## src/rtl/coin_acceptor.sv

```systemverilog
// Coin-slot front end: synchronises and debounces the nickel/dime sensors, emits one-cycle
// coin codes, holds one coin across a dispense cycle, and flags jams and rejected insertions.
module coin_acceptor #(
  parameter int unsigned DEBOUNCE_CYCLES = 16,
  parameter int unsigned CNT_W           = 8
) (
  input  logic       clock,
  input  logic       reset,
  input  logic       raw_nickel,
  input  logic       raw_dime,
  input  logic       dispensed,
  output logic [1:0] coin,
  output logic       reject,
  output logic       jam,
  output logic       pending
);

  localparam int unsigned NLINES = 2;
  localparam logic [CNT_W-1:0] CNT_LAST = CNT_W'(DEBOUNCE_CYCLES - 1);

  typedef enum logic {
    HOLD_EMPTY = 1'b0,
    HOLD_FULL  = 1'b1
  } hold_state_e;

  // Index 0 is the nickel line, index 1 the dime line.
  logic [NLINES-1:0] s1_q, s2_q;
  logic [NLINES-1:0] deb_q, deb_d;
  logic [NLINES-1:0] deb_prev_q;
  logic [CNT_W-1:0]  cnt_q [NLINES];
  logic [CNT_W-1:0]  cnt_d [NLINES];

  hold_state_e state_q, state_d;
  logic [1:0]  held_q, held_d;
  logic [1:0]  coin_q, coin_d;
  logic        reject_q, reject_d;
  logic        jam_q, jam_d;
  logic        pending_q, pending_d;

  logic [NLINES-1:0] rise_c;
  logic [1:0]        ev_code_c;
  logic              ev_valid_c;
  logic              conflict_c;

  // Debounce: level flips only after s2 disagrees for DEBOUNCE_CYCLES consecutive cycles.
  always_comb begin
    for (int i = 0; i < NLINES; i++) begin
      cnt_d[i] = cnt_q[i];
      deb_d[i] = deb_q[i];
      if (s2_q[i] == deb_q[i]) begin
        cnt_d[i] = '0;
      end else if (cnt_q[i] == CNT_LAST) begin
        cnt_d[i] = '0;
        deb_d[i] = ~deb_q[i];
      end else begin
        cnt_d[i] = cnt_q[i] + CNT_W'(1);
      end
    end
  end

  // A rise only counts as a coin when the other line is quiet; otherwise it is rejected.
  always_comb begin
    rise_c     = deb_q & ~deb_prev_q;
    ev_code_c  = {rise_c[1] & ~deb_q[0], rise_c[0] & ~deb_q[1]};
    ev_valid_c = |ev_code_c;
    conflict_c = (rise_c[0] & deb_q[1]) | (rise_c[1] & deb_q[0]);
  end

  // Issue/hold FSM: one-deep buffer that absorbs a coin arriving while dispensing.
  always_comb begin
    state_d   = state_q;
    held_d    = held_q;
    coin_d    = 2'b00;
    reject_d  = conflict_c;
    jam_d     = &deb_q;
    case (state_q)
      HOLD_EMPTY: begin
        if (ev_valid_c) begin
          if (dispensed) begin
            state_d = HOLD_FULL;
            held_d  = ev_code_c;
          end else begin
            coin_d = ev_code_c;
          end
        end
      end
      HOLD_FULL: begin
        if (!dispensed) begin
          coin_d = held_q;
          if (ev_valid_c) begin
            held_d = ev_code_c;
          end else begin
            state_d = HOLD_EMPTY;
          end
        end else if (ev_valid_c) begin
          reject_d = 1'b1;
        end
      end
      default: state_d = HOLD_EMPTY;
    endcase
    pending_d = (state_d == HOLD_FULL);
  end

  always_ff @(posedge clock) begin
    if (reset) begin
      s1_q       <= '0;
      s2_q       <= '0;
      deb_q      <= '0;
      deb_prev_q <= '0;
      cnt_q[0]   <= '0;
      cnt_q[1]   <= '0;
      state_q    <= HOLD_EMPTY;
      held_q     <= 2'b00;
      coin_q     <= 2'b00;
      reject_q   <= 1'b0;
      jam_q      <= 1'b0;
      pending_q  <= 1'b0;
    end else begin
      s1_q       <= {raw_dime, raw_nickel};
      s2_q       <= s1_q;
      deb_q      <= deb_d;
      deb_prev_q <= deb_q;
      cnt_q[0]   <= cnt_d[0];
      cnt_q[1]   <= cnt_d[1];
      state_q    <= state_d;
      held_q     <= held_d;
      coin_q     <= coin_d;
      reject_q   <= reject_d;
      jam_q      <= jam_d;
      pending_q  <= pending_d;
    end
  end

  assign coin    = coin_q;
  assign reject  = reject_q;
  assign jam     = jam_q;
  assign pending = pending_q;

endmodule

```

## config.mk

```make
export PLATFORM = sky130hd
export DESIGN_NAME = coin_acceptor
export DESIGN_NICKNAME = d
export VERILOG_FILES = /design/src/rtl/coin_acceptor.sv
export SDC_FILE = /design/constraint.sdc
export NUM_CORES = 1
export LEC_CHECK = 0
export ABC_AREA = 1
export CAP_MARGIN = 25
export CORE_ASPECT_RATIO = 0.6
export CORE_UTILIZATION = 60
export DETAILED_ROUTE_END_ITERATION = 7
export PLACE_DENSITY = 0.9
export SYNTH_ARGS = -nofsm -noshare
export SYNTH_HDL_FRONTEND = slang
export SYNTH_SLANG_ARGS = --single-unit
```

## constraint.sdc

```tcl
create_clock -name clock -period 2.1 [get_ports clock]
set_clock_uncertainty 0.2 [all_clocks]
set_input_delay 0.42 -clock clock [delete_from_list [all_inputs] [get_ports clock]]
set_output_delay 0.42 -clock clock [all_outputs]
set_load 0.1 [all_outputs]
```

After elaboration in Yosys (flattened, before gate mapping)
Memories as Yosys holds them, arrays and structs flattened.
Index checks and enable logic that the tools add are counted.
Widths: inputs -> output; s select.

word-level totals
  register bits = 15
  memories kept = 1
  input bits = 5
  output and inout port bits = 5
  memory bits (writable) = 16

cells by class
  reduce and logical (&&, ||, !) cells = 5
  bitwise gates (word level) = 14
  add/subtract/negate cells = 2
  eq/ne operators = 8
  muxes and demuxes = 26

memories
  memory  words  bits a word  rd ports  clocked after memory_dff  wr ports  line  source
  cnt_q   2      8            2         0                         2         30    logic [CNT_W-1:0] cnt_q [NLINES];

operator list
  kind                 number
  $mux 8               6
  $add 8x1->8 const B  2
  $eq 8x4->1 const B   2
  $mux 2               7
  $mux 1               10
  $pmux 2 s2           2
  $ne 2x2->1 const B   3
  $reduce_and 2->1     3
  $not 1->1            5
  $and 1x1->1          4
  $reduce_and 4->1     1
  $or 1x1->1           3
  $and 2x2->2          1
  $eq 1x1->1           2
  $ne 2x1->1 const B   1
  $not 2->2            1
  $pmux 1 s2           1
  $reduce_or 2->1      1

Longest topological paths before layout
  word-level depth = 7
  gate-level depth with buffers = 8
  mapped depth without buffers = 7

Worst setup path after synthesis
No wires, ideal clock.

  path type = flip-flop to flip-flop
  start point = register, netlist name pending
  end point = register held_q[1]
  arrival time = 1461 ps
  slack = 307 ps
  stages on the path, launching flop included = 6
  path buffers = 0
  cells stage by stage = dfxtp_1 nor2_1 nor2_1 nand2_1 nand2_1 a21oi_1

RTL lines
  element               line  source
  end signal, assigned  126   held_q <= held_d;
  end, declared         34    logic [1:0] held_q, held_d;

Final worst setup path
  start point = register pending_q, in the netlist pending
  end point = output port pending

RTL lines
  element                 line  source
  start, declared         38    logic pending_q, pending_d;
  start signal, assigned  130   pending_q <= pending_d;
  end, declared           15    output logic pending

No word-level cell between the ends.

==> impl_results.md <==
- Top cells by area, synth: dfxtp_1 47%, nand2_1 11%, nor2_1 9.6%
- Port bufs: 9
- Setup Fix Bufs, Post-CTS: 0
- Initial antenna violation count: 0
- Core Box Area: 1967 um^2
- Max incr delay on CP: 0.46 ns
- CTS Hold Bufs: 0
- Synth Cell Area: 1325 um^2
- Most common cell after layout, fill and taps aside: nand2_1
- CP Class: register to output pin
- Tightest Pin Transition: 0.2838 ns
- CTS sink cnt: 31
- Clock buffer count from CTS: 5
- Initial Util: 67.37%
- Fin. Hold Viols: 0
- DIE HEIGHT: 38.40 um
- Syn Area/Cell: 7.444 um^2
- Largest net degree at the start of global routing: 13
- GP Congestion: 0.8548
- Hold Path Class: register to register
- Die W: 62.67 um
- Number of synthesis warnings: 0
- Leakage power: 0.6356 nW
- First drt pass iteration count: 4
- Final #Nets: 200
- Gr usage total: 27.35%
- Layout area overhead: 16.43%
- Worst path required time: 1.48 ns
- FF+latch count, synth: 31
- Maximum buffer depth of the clock tree: 2
- Number of global-route vias before repair: 1098
- Worst vdd ir: 0.5012 mV
- Die area: 2407 um^2
- First-pass GRT wire length: 4719 um
- Iteration-0 DRC Markers: 116
- Dpl cells: 214
- Family with the most delay on the worst path: flip-flops
- Clock period minus worst slack: 1.566 ns
- Proportion of layout cells with a drive suffix above 1: 12.37%
- Fin cells: 222
- Fin crit share: 74.56%
- Crit path launch type: register
- Register area share after synthesis: 46.84%
- Total power draw: 1.122 mW
- Max H-tree Level: 2
- Clock Latency Late Sink: 0.27 ns
- Final TNS setup: 0 ns
- Crit path DAT: 0.95 ns
- Mapped Cells: 178
- Worst Path Max Fanout: 5
- Unrepaired setup endpoints after global routing: no
- Drt via density: 5.059
- Yosys top cell area share: 46.84%
- Vias: 1123
- Area leader, netlist: dfxtp_1
- DRC Markers: 0
- Status: finished clean
- Final ANT Viol Nets: 0
- CP endpoint kind: output pin
- # Max-Cap Violations: 0
- # rows: 12
- Final Setup Violations: 0
- Syn Nets: 185
- CTS tree: built
- Fin Hold WS: 0.2062 ns
- Most frequent cells in the layout: 39 x nand2_1, 34 x nor2_1, 31 x dfxtp_1
- P per Cell Area: 727.1 nW/um^2
- Rel. slew slack: 81.23%
- Routed length per placed instance: 12.12 um
- Crit path max-delay cell type: dfxtp_1
- Synth cell types: 24
- I/O pins: 10
- Detail Placement HPWL: 1994 um
- Fmax achieved: 0.6387 GHz
- Total grt overflow: 0
- # diodes: 0
- PostCTS Resize Cnt: 0
- Worst path bufs/invs: 1
- Slew Viols, Final: 0
- Sequence of cells on the critical path: buf_12
- Worst-path clk slew: 0.06 ns
- CTS root buffer: clkbuf_8
- Routed wire length: 2691 um
## state kept, by name (all words and copies together), names as in the netlist
register / flops
coin: 2
pending: 1
jam: 1
held_q: 2
deb_prev_q: 2
s2_q: 2
s1_q: 2
reject: 1
cnt_q: 16
deb_q: 2
## cells in the mapped netlist
library cell  number
nand2_1           39
nor2_1            34
dfxtp_1           31
inv_1             25
a21oi_1           10
nand3_1            8
o21ai_0            5
inv_2              3
ha_1               2
nand3_2            2
nand3b_1           2
nor2_2             2
nor3_1             2
o21ai_4            2
xnor2_1            2
a21oi_4            1
buf_6              1
clkbuf_1           1
nand4_1            1
nor3_2             1
o211ai_1           1
o21bai_1           1
or2_0              1
xor2_1             1
## final timing paths
kind | startpoint | endpoint | slack [ns] | cells past startpoint
worst min register to register | s1_q[1] | s2_q[1] | 0.21 | 2
worst max register to register | cnt_q[0][0] | cnt_q[0][5] | 0.64 | 6
worst min-delay path | s1_q[1] | s2_q[1] | 0.21 | 2
worst max-delay path | pending | pending | 0.53 | 1
## metrics by stage
| step | util, % | setup slack [ns] | instance area [um^2] |
|---|---|---|---|
| floorplan | - | 0.3066 | 1325 |
| global placement | 73.35 | 0.4494 | 1443 |
| detailed placement | 73.35 | 0.3869 | 1443 |
| CTS | 78.44 | 0.5386 | 1543 |
| global route | 78.44 | 0.4913 | 1543 |
| finish | 78.44 | 0.5343 | 1543 |
## cell type report
class | instances | area (um^2)
flip-flops and latches | 31 | 620.6
multi-input cells | 117 | 584.3
fillers | 138 | 424.2
inverters | 28 | 105.1
clock buffers | 8 | 100.1
repair buffers | 10 | 97.59
well taps | 28 | 35.03
## per-layer routing
layer,part of all wire (%),GRT usage (%),up-vias
li1,-,-,578
met5,0,0,-
met1,43,29.65,497
met3,6.1,8.929,6
met2,49,50.82,42
met4,1.7,12.21,0
## power breakdown
group,leakage [nW],internal (mW),switching [mW]
combinational,0.334,0.0145,0.0179
clock,0.0515,0.298,0.195
sequential,0.251,0.593,0.00315
total,0.636,0.906,0.216
## cells by family (layout without fill, tap and decap cells)
kind of cell               Yosys count  in the layout  synth area share [%]
and+or+nand+nor                     92             92                 29.75
DFF                                 31             31                 46.84
buffers and inverters               30             46                 9.065
AOI/OAI and AO/OA                   20             20                 10.48
xor gates and xnor gates             3              3                 1.983
adders and majority gates            2              2                 1.888
Power figures use the tool's default switching activity.
